`config.mk`:
```
export PLATFORM = sky130hd
export DESIGN_NAME = valu_share_ctrl
export DESIGN_NICKNAME = d
export VERILOG_FILES = /design/src/rtl/valu_share_ctrl.sv
export SDC_FILE = /design/constraint.sdc
export NUM_CORES = 1
export LEC_CHECK = 0
export CELL_PAD_IN_SITES_DETAIL_PLACEMENT = 1
export CELL_PAD_IN_SITES_GLOBAL_PLACEMENT = 1
export CORE_AREA = 2 2 402 404
export DETAILED_ROUTE_END_ITERATION = 8
export DIE_AREA = 0 0 404 406
export GPL_TIMING_DRIVEN = 1
export PLACE_DENSITY = 0.4
export SYNTH_ARGS = -nofsm -noshare
export SYNTH_HDL_FRONTEND = slang
export SYNTH_SLANG_ARGS = --single-unit
export TNS_END_PERCENT = 50
```
`constraint.sdc`:
```
create_clock -name clk -period 3.6 [get_ports clk]
set_clock_uncertainty 0.2 [all_clocks]
set_input_delay 0.72 -clock clk [delete_from_list [all_inputs] [get_ports clk]]
set_output_delay 0.72 -clock clk [all_outputs]
set_load 0.1 [all_outputs]
```
`src/rtl/valu_share_ctrl.sv`:
```
// Shares one multi-cycle vector ALU between the pipeline (P) and the blend engine (B).
// P has priority; a saturating starvation counter forces a B grant after STARVE_MAX P wins.
module valu_share_ctrl #(
  parameter int DATA_W     = 128,
  parameter int OP_W       = 3,
  parameter int LAT        = 2,
  parameter int STARVE_MAX = 3
) (
  input  logic              clk,
  input  logic              rst,
  input  logic              p_valid,
  output logic              p_ready,
  input  logic [OP_W-1:0]   p_op,
  input  logic [DATA_W-1:0] p_a,
  input  logic [DATA_W-1:0] p_b,
  input  logic              b_valid,
  output logic              b_ready,
  input  logic [OP_W-1:0]   b_op,
  input  logic [DATA_W-1:0] b_a,
  input  logic [DATA_W-1:0] b_b,
  output logic [OP_W-1:0]   alu_op,
  output logic [DATA_W-1:0] alu_a,
  output logic [DATA_W-1:0] alu_b,
  input  logic [DATA_W-1:0] alu_res,
  output logic              p_rsp_valid,
  input  logic              p_rsp_ready,
  output logic              b_rsp_valid,
  input  logic              b_rsp_ready,
  output logic [DATA_W-1:0] rsp_data,
  output logic              owner,
  output logic              busy
);

  localparam int CNT_W = 4;
  localparam logic [CNT_W-1:0] LAT_INIT   = CNT_W'(LAT - 1);
  localparam logic [CNT_W-1:0] STARVE_LIM = CNT_W'(STARVE_MAX);

  typedef enum logic [1:0] {
    S_IDLE = 2'd0,
    S_EXEC = 2'd1,
    S_RESP = 2'd2
  } state_t;

  state_t              state_q, state_d;
  logic [OP_W-1:0]     alu_op_q, alu_op_d;
  logic [DATA_W-1:0]   alu_a_q, alu_a_d;
  logic [DATA_W-1:0]   alu_b_q, alu_b_d;
  logic [DATA_W-1:0]   rsp_data_q, rsp_data_d;
  logic                owner_q, owner_d;
  logic [CNT_W-1:0]    lat_cnt_q, lat_cnt_d;
  logic [CNT_W-1:0]    starve_cnt_q, starve_cnt_d;

  // State register and datapath flops
  always_ff @(posedge clk or negedge rst) begin
    if (!rst) begin
      state_q      <= S_IDLE;
      alu_op_q     <= '0;
      alu_a_q      <= '0;
      alu_b_q      <= '0;
      rsp_data_q   <= '0;
      owner_q      <= 1'b0;
      lat_cnt_q    <= '0;
      starve_cnt_q <= '0;
    end else begin
      state_q      <= state_d;
      alu_op_q     <= alu_op_d;
      alu_a_q      <= alu_a_d;
      alu_b_q      <= alu_b_d;
      rsp_data_q   <= rsp_data_d;
      owner_q      <= owner_d;
      lat_cnt_q    <= lat_cnt_d;
      starve_cnt_q <= starve_cnt_d;
    end
  end

  // Next-state and datapath update
  always_comb begin
    state_d      = state_q;
    alu_op_d     = alu_op_q;
    alu_a_d      = alu_a_q;
    alu_b_d      = alu_b_q;
    rsp_data_d   = rsp_data_q;
    owner_d      = owner_q;
    lat_cnt_d    = lat_cnt_q;
    starve_cnt_d = starve_cnt_q;
    case (state_q)
      S_IDLE: begin
        if (p_valid && p_ready) begin
          alu_op_d  = p_op;
          alu_a_d   = p_a;
          alu_b_d   = p_b;
          owner_d   = 1'b0;
          lat_cnt_d = LAT_INIT;
          state_d   = S_EXEC;
          // Only a P win over a waiting B counts toward starvation
          if (b_valid && (starve_cnt_q != STARVE_LIM)) begin
            starve_cnt_d = starve_cnt_q + 1'b1;
          end
        end else if (b_valid && b_ready) begin
          alu_op_d     = b_op;
          alu_a_d      = b_a;
          alu_b_d      = b_b;
          owner_d      = 1'b1;
          lat_cnt_d    = LAT_INIT;
          starve_cnt_d = '0;
          state_d      = S_EXEC;
        end
      end
      S_EXEC: begin
        if (lat_cnt_q != '0) begin
          lat_cnt_d = lat_cnt_q - 1'b1;
        end else begin
          rsp_data_d = alu_res;
          state_d    = S_RESP;
        end
      end
      S_RESP: begin
        if (owner_q ? b_rsp_ready : p_rsp_ready) begin
          state_d = S_IDLE;
        end
      end
      default: state_d = S_IDLE;
    endcase
  end

  // Outputs: arbitration is combinational in IDLE, response valids decode the flopped state
  always_comb begin
    p_ready     = 1'b0;
    b_ready     = 1'b0;
    p_rsp_valid = 1'b0;
    b_rsp_valid = 1'b0;
    if (rst && (state_q == S_IDLE)) begin
      if (b_valid && ((starve_cnt_q == STARVE_LIM) || !p_valid)) begin
        b_ready = 1'b1;
      end else if (p_valid) begin
        p_ready = 1'b1;
      end
    end
    if (state_q == S_RESP) begin
      p_rsp_valid = !owner_q;
      b_rsp_valid = owner_q;
    end
  end

  assign alu_op   = alu_op_q;
  assign alu_a    = alu_a_q;
  assign alu_b    = alu_b_q;
  assign rsp_data = rsp_data_q;
  assign owner    = owner_q;
  assign busy     = (state_q != S_IDLE);

endmodule

```
* Word level (Yosys, flattened, before mapping)
Cells that the tools add are included.
** Operators by class
- Eq/ne operators :: 9
- Reduce and logical (&&, ||, !) cells :: 18
- Shift operators :: 0
- Div/mod/pow operators :: 0
- Multiplexer cells :: 28
- Add/sub/neg operators :: 2
- Bitwise logic cells :: 1
- $lt $le $gt $ge :: 0
- Multipliers :: 0
** Operators with widths (count)
- $mux 128 :: 4
- $mux 4 :: 6
- $mux 1 :: 10
- $reduce_and 3->1 :: 3
- $mux 2 :: 4
- $pmux 4 s2 :: 1
- $mux 3 :: 2
- $ne 2x2->1 const B :: 3
- $pmux 2 s3 :: 1
- $reduce_bool 2->1 :: 3
- $logic_and 1x1->1 :: 5
- $add 4x1->4 const B :: 1
- $eq 4x2->1 const B :: 1
- $ne 4x2->1 const B :: 1
- $reduce_and 2->1 :: 2
- $reduce_bool 4->1 :: 1
- $sub 4x1->4 const B :: 1
- $ne 3x3->1 const B :: 1
- $eq 2x1->1 const B :: 1
- $eq 2x2->1 const B :: 1
- $logic_not 1->1 :: 2
- $logic_not 2->1 :: 1
- $ne 2x1->1 const B :: 1
- $logic_or 1x1->1 :: 1
- $not 1->1 :: 1
** Word-level totals
- Latch bits :: 0
- Output and inout bits :: 393
- Register bits :: 398
- Logic and storage cells :: 66
- Memories :: 0
- Bits in writable memories :: 0
- ROM bits :: 0

* Depth between registers and ports, before layout
- Depth in word-level cells :: 9
- Depth in mapped cells :: 7
- Mapped depth without buffers :: 6

* Worst setup path before layout
Ideal clock, no wire load.
- Path type :: register to output
- From :: reg owner_q, in the netlist owner
- To :: out p_rsp_valid
- Stages on the path, launching flop included :: 2
- Arrival time :: 3134 ps
- Slack :: -454 ps
- Data required time :: 2680 ps
- Cells stage by stage :: dfrtp_1 -> nor3b_1
** Between the ends
- Word-level cells in the longest chain between the ends :: 2
** Ends and longest elaborated chain
- start: declaration :: line 49 : logic owner_q, owner_d;
- start signal: assignment :: line 70 : owner_q <= owner_d;
- $logic_not 1->1 :: line 140 : p_rsp_valid = !owner_q;
- $mux 1 :: line 139 : if (state_q == S_RESP) begin
- end: declaration :: line 25 : output logic p_rsp_valid,
Every way passes these cells.

* Final worst setup path
- From :: reg state_q[0]
- To :: out b_ready
** Between the ends
- Word-level cells in the longest chain between the ends :: 3
** Ends and longest elaborated chain
- start: declaration :: line 44 : state_t state_q, state_d;
- start signal: assignment :: line 65 : state_q <= state_d;
- $logic_not 2->1 :: line 132 : if (rst && (state_q == S_IDLE)) begin
- $logic_and 1x1->1 :: line 132
- $mux 1 :: line 132
- end: declaration :: line 17 : output logic b_ready,
Every way passes these cells.

==> run metrics <==
Vias/cell 3.510; Synth Cell Area roughly 16000 sq um; Worst Hold Slack -0.04123 ns; Initial DRT Pass Iterations 4; via count about 15000; DRC Markers 0; Slew Limit Fails 0; Synth area leader dfrtp_1; Final WS setup between 0.3 and 0.4 ns; slowest CP cell dfrtp_1; Synth Area per Inst 13.71 sq um; largest cells by area after synthesis dfrtp_1, a221o_1, and2_0, mux2_2, buf_2; dpl ws 0.2520 ns; Total GRT Usage 13.08%; fin crit share 89.56%; Worst setup EP type output pin; layout cells sized above 1 29.02%; Top-Level Pins 1045; Root Driver clkbuf_16; die height 406 um; core area 159600 sq um; FF-to-FF setup slack 0.74 ns; Top delay family on crit path simple AND/OR/NAND/NOR gates; wire per inst 25.42 um; first-pass GRT wire length around 150 mm; Setup Crit Path Kind reg -> out; vias in the first global route 17193; maximum clock rate 310.2 MHz; TritonCTS buffer count 58; Reg clk slew, reported paths 0.06 ns; Seq/Total Area, Yosys roughly three fifths; Rel. slew slack 35.63%; worst-path cell chain nor3b_2 -> nand2_1 -> nor2_4 -> buf_12; Layout area overhead 85.96%; Worst Path Max Fanout 7; starting density of the core 10.30%; largest net degree at the start of global routing 130; YS warnings 0; reg2reg end alu_b[106]; # port buffers 1044; top-count cell post-synth dfrtp_1; initial antenna violation count 78; post-route setup TNS 0 ns; worst stage delay on the critical path 0.46 ns; Clock Latency Late Sink 0.65 ns; RD Place Congestion 0.8476; WL final 111.5 mm; HP Class in -> async; number of synthesized register bits ~400; Startpoint Class register; Initial DRC Count ~760; hpwl dp around 90 mm; reg2reg start state_q[0]; asr flop ratio synth 100.0%; Synth cell types 36; grt ovf 0; RSZ-0062 raised after global routing false; die area about 160000 sq um; worst setup path start state_q[0]; min cycle time layout 3.224 ns; dominant synthesized flop cell dfrtp_1; H-tree levels 2; Max Cap Violations 0; cells on worst reg2reg path 5; status finished, violations left; Syn Nets 1854; cells after synthesis 1199; worst path buffer plus inverter count 1; CP arrival 2.30 ns; post-route ant nets 0; CTS Sinks 398; die width 404 um; post-synth top area share 60.59%; EDFF count, synth 0; Commonest cells post-synth dfrtp_1, a221o_1, and2_0; CTS tree yes; Critical Path RT 2.68 ns; Final Hold Viols 16; actual slew at the worst max-slew pin 0.9655 ns; maximum root-to-sink buffer count 3; failing checks negative hold slack; Final nets 2888; Site Rows 147; setup bufs post-CTS 0; Final Setup Violations 0
## cells by family (layout without fill, tap and decap cells)
group / Yosys count / after routing / synth area share [%]
flip-flops: 398 / 398 / 60.59
AND/OR/NAND/NOR: 293 / 293 / 11.11
AO/OA/AOI/OAI: 273 / 273 / 16.42
multiplexers: 129 / 129 / 8.829
buffers and inverters: 103 / 1185 / 2.831
adder cells (fa/ha/maj): 3 / 3 / 0.2284
other: 0 / 18 / 0
## sequential cells by signal, indices dropped and copies added (netlist names)
register	flops
rsp_data	128
owner	1
alu_a	128
lat_cnt_q	4
state_q	2
alu_b	128
alu_op	3
starve_cnt_q	4
## per-stage QoR
step           area, sq um  util, %  hold WS, ns  cells
2_1_floorplan        16440        -       0.2244   1199
3_3_place_gp         28460    17.83       0.2870   4258
3_5_place_dp         28460    17.83       0.2943   4258
4_1_cts              30520    19.12     0.004604   4367
5_1_grt              30550    19.14     0.001719   4379
6_report             30570    19.15     -0.04123   4385
## per-layer routing
layer | up-vias | GRT usage, % | routed length (um)
met1 | 7816 | 14.19 | 41150
met2 | 704 | 22.82 | 56270
met3 | 184 | 5.321 | 10010
met5 | - | 0.5055 | 417
li1 | 6636 | - | -
met4 | 50 | 4.609 | 3638
## worst max path at each step
| stage | slack (ns) | to | cells past startpoint |
|---|---|---|---|
| 3_5_place_dp | 0.25 | alu_b[106] | 5 |
| 4_1_cts | 0.23 | p_ready | 4 |
| 5_1_grt | 0.20 | b_ready | 4 |
| 2_1_floorplan | 0.37 | p_ready | 4 |
| 6_report | 0.38 | b_ready | 4 |
| 3_3_place_gp | 0.31 | alu_b[97] | 5 |
## what timing repair did
action                    CTS  global route
gates resized for setup     0             0
hold buffers                1             0
hold endpoints to repair    3             0
## final cells by class
cell class / count / area [sq um]
fillers: 18072 / 129100
clock buffers: 85 / 1773
well taps: 2086 / 2610
flip-flops and latches: 398 / 9960
clock inverters: 23 / 279.0
repair buffers: 1073 / 9854
multi-input cells: 698 / 6033
inverters: 4 / 15.01
diodes: 18 / 45.04
## cells in the final DEF, fill, tap and decap left out, drive strengths merged
cell           Yosys  layout
clkdlybuf4s50      0     650
buf               62     422
dfrtp            398     398
and2             260     260
a221o            259     259
mux2             128     128
clkbuf            37      85
diode              0      18
clkinv             0      13
nand2             10      10
inv                4       7
nor3b              4       4
nand3              4       4
bufinv             0       4
o21ai              4       4
nor2b              3       3
ha                 3       3
clkinvlp           0       3
nor2               3       3
a21oi              3       3
nor3               2       2
a21o               2       2
nand3b             2       2
or2                1       1
and3b              1       1
nand2b             1       1
o311ai             1       1
o21a               1       1
mux2i              1       1
or3                1       1
and3               1       1
a31oi              1       1
o41ai              1       1
a32o               1       1
dlygate4sd3        0       1
Power is left out: the tool's default activity adds up to more than one toggle a clock period on the data nets, which glitch-free logic cannot reach.
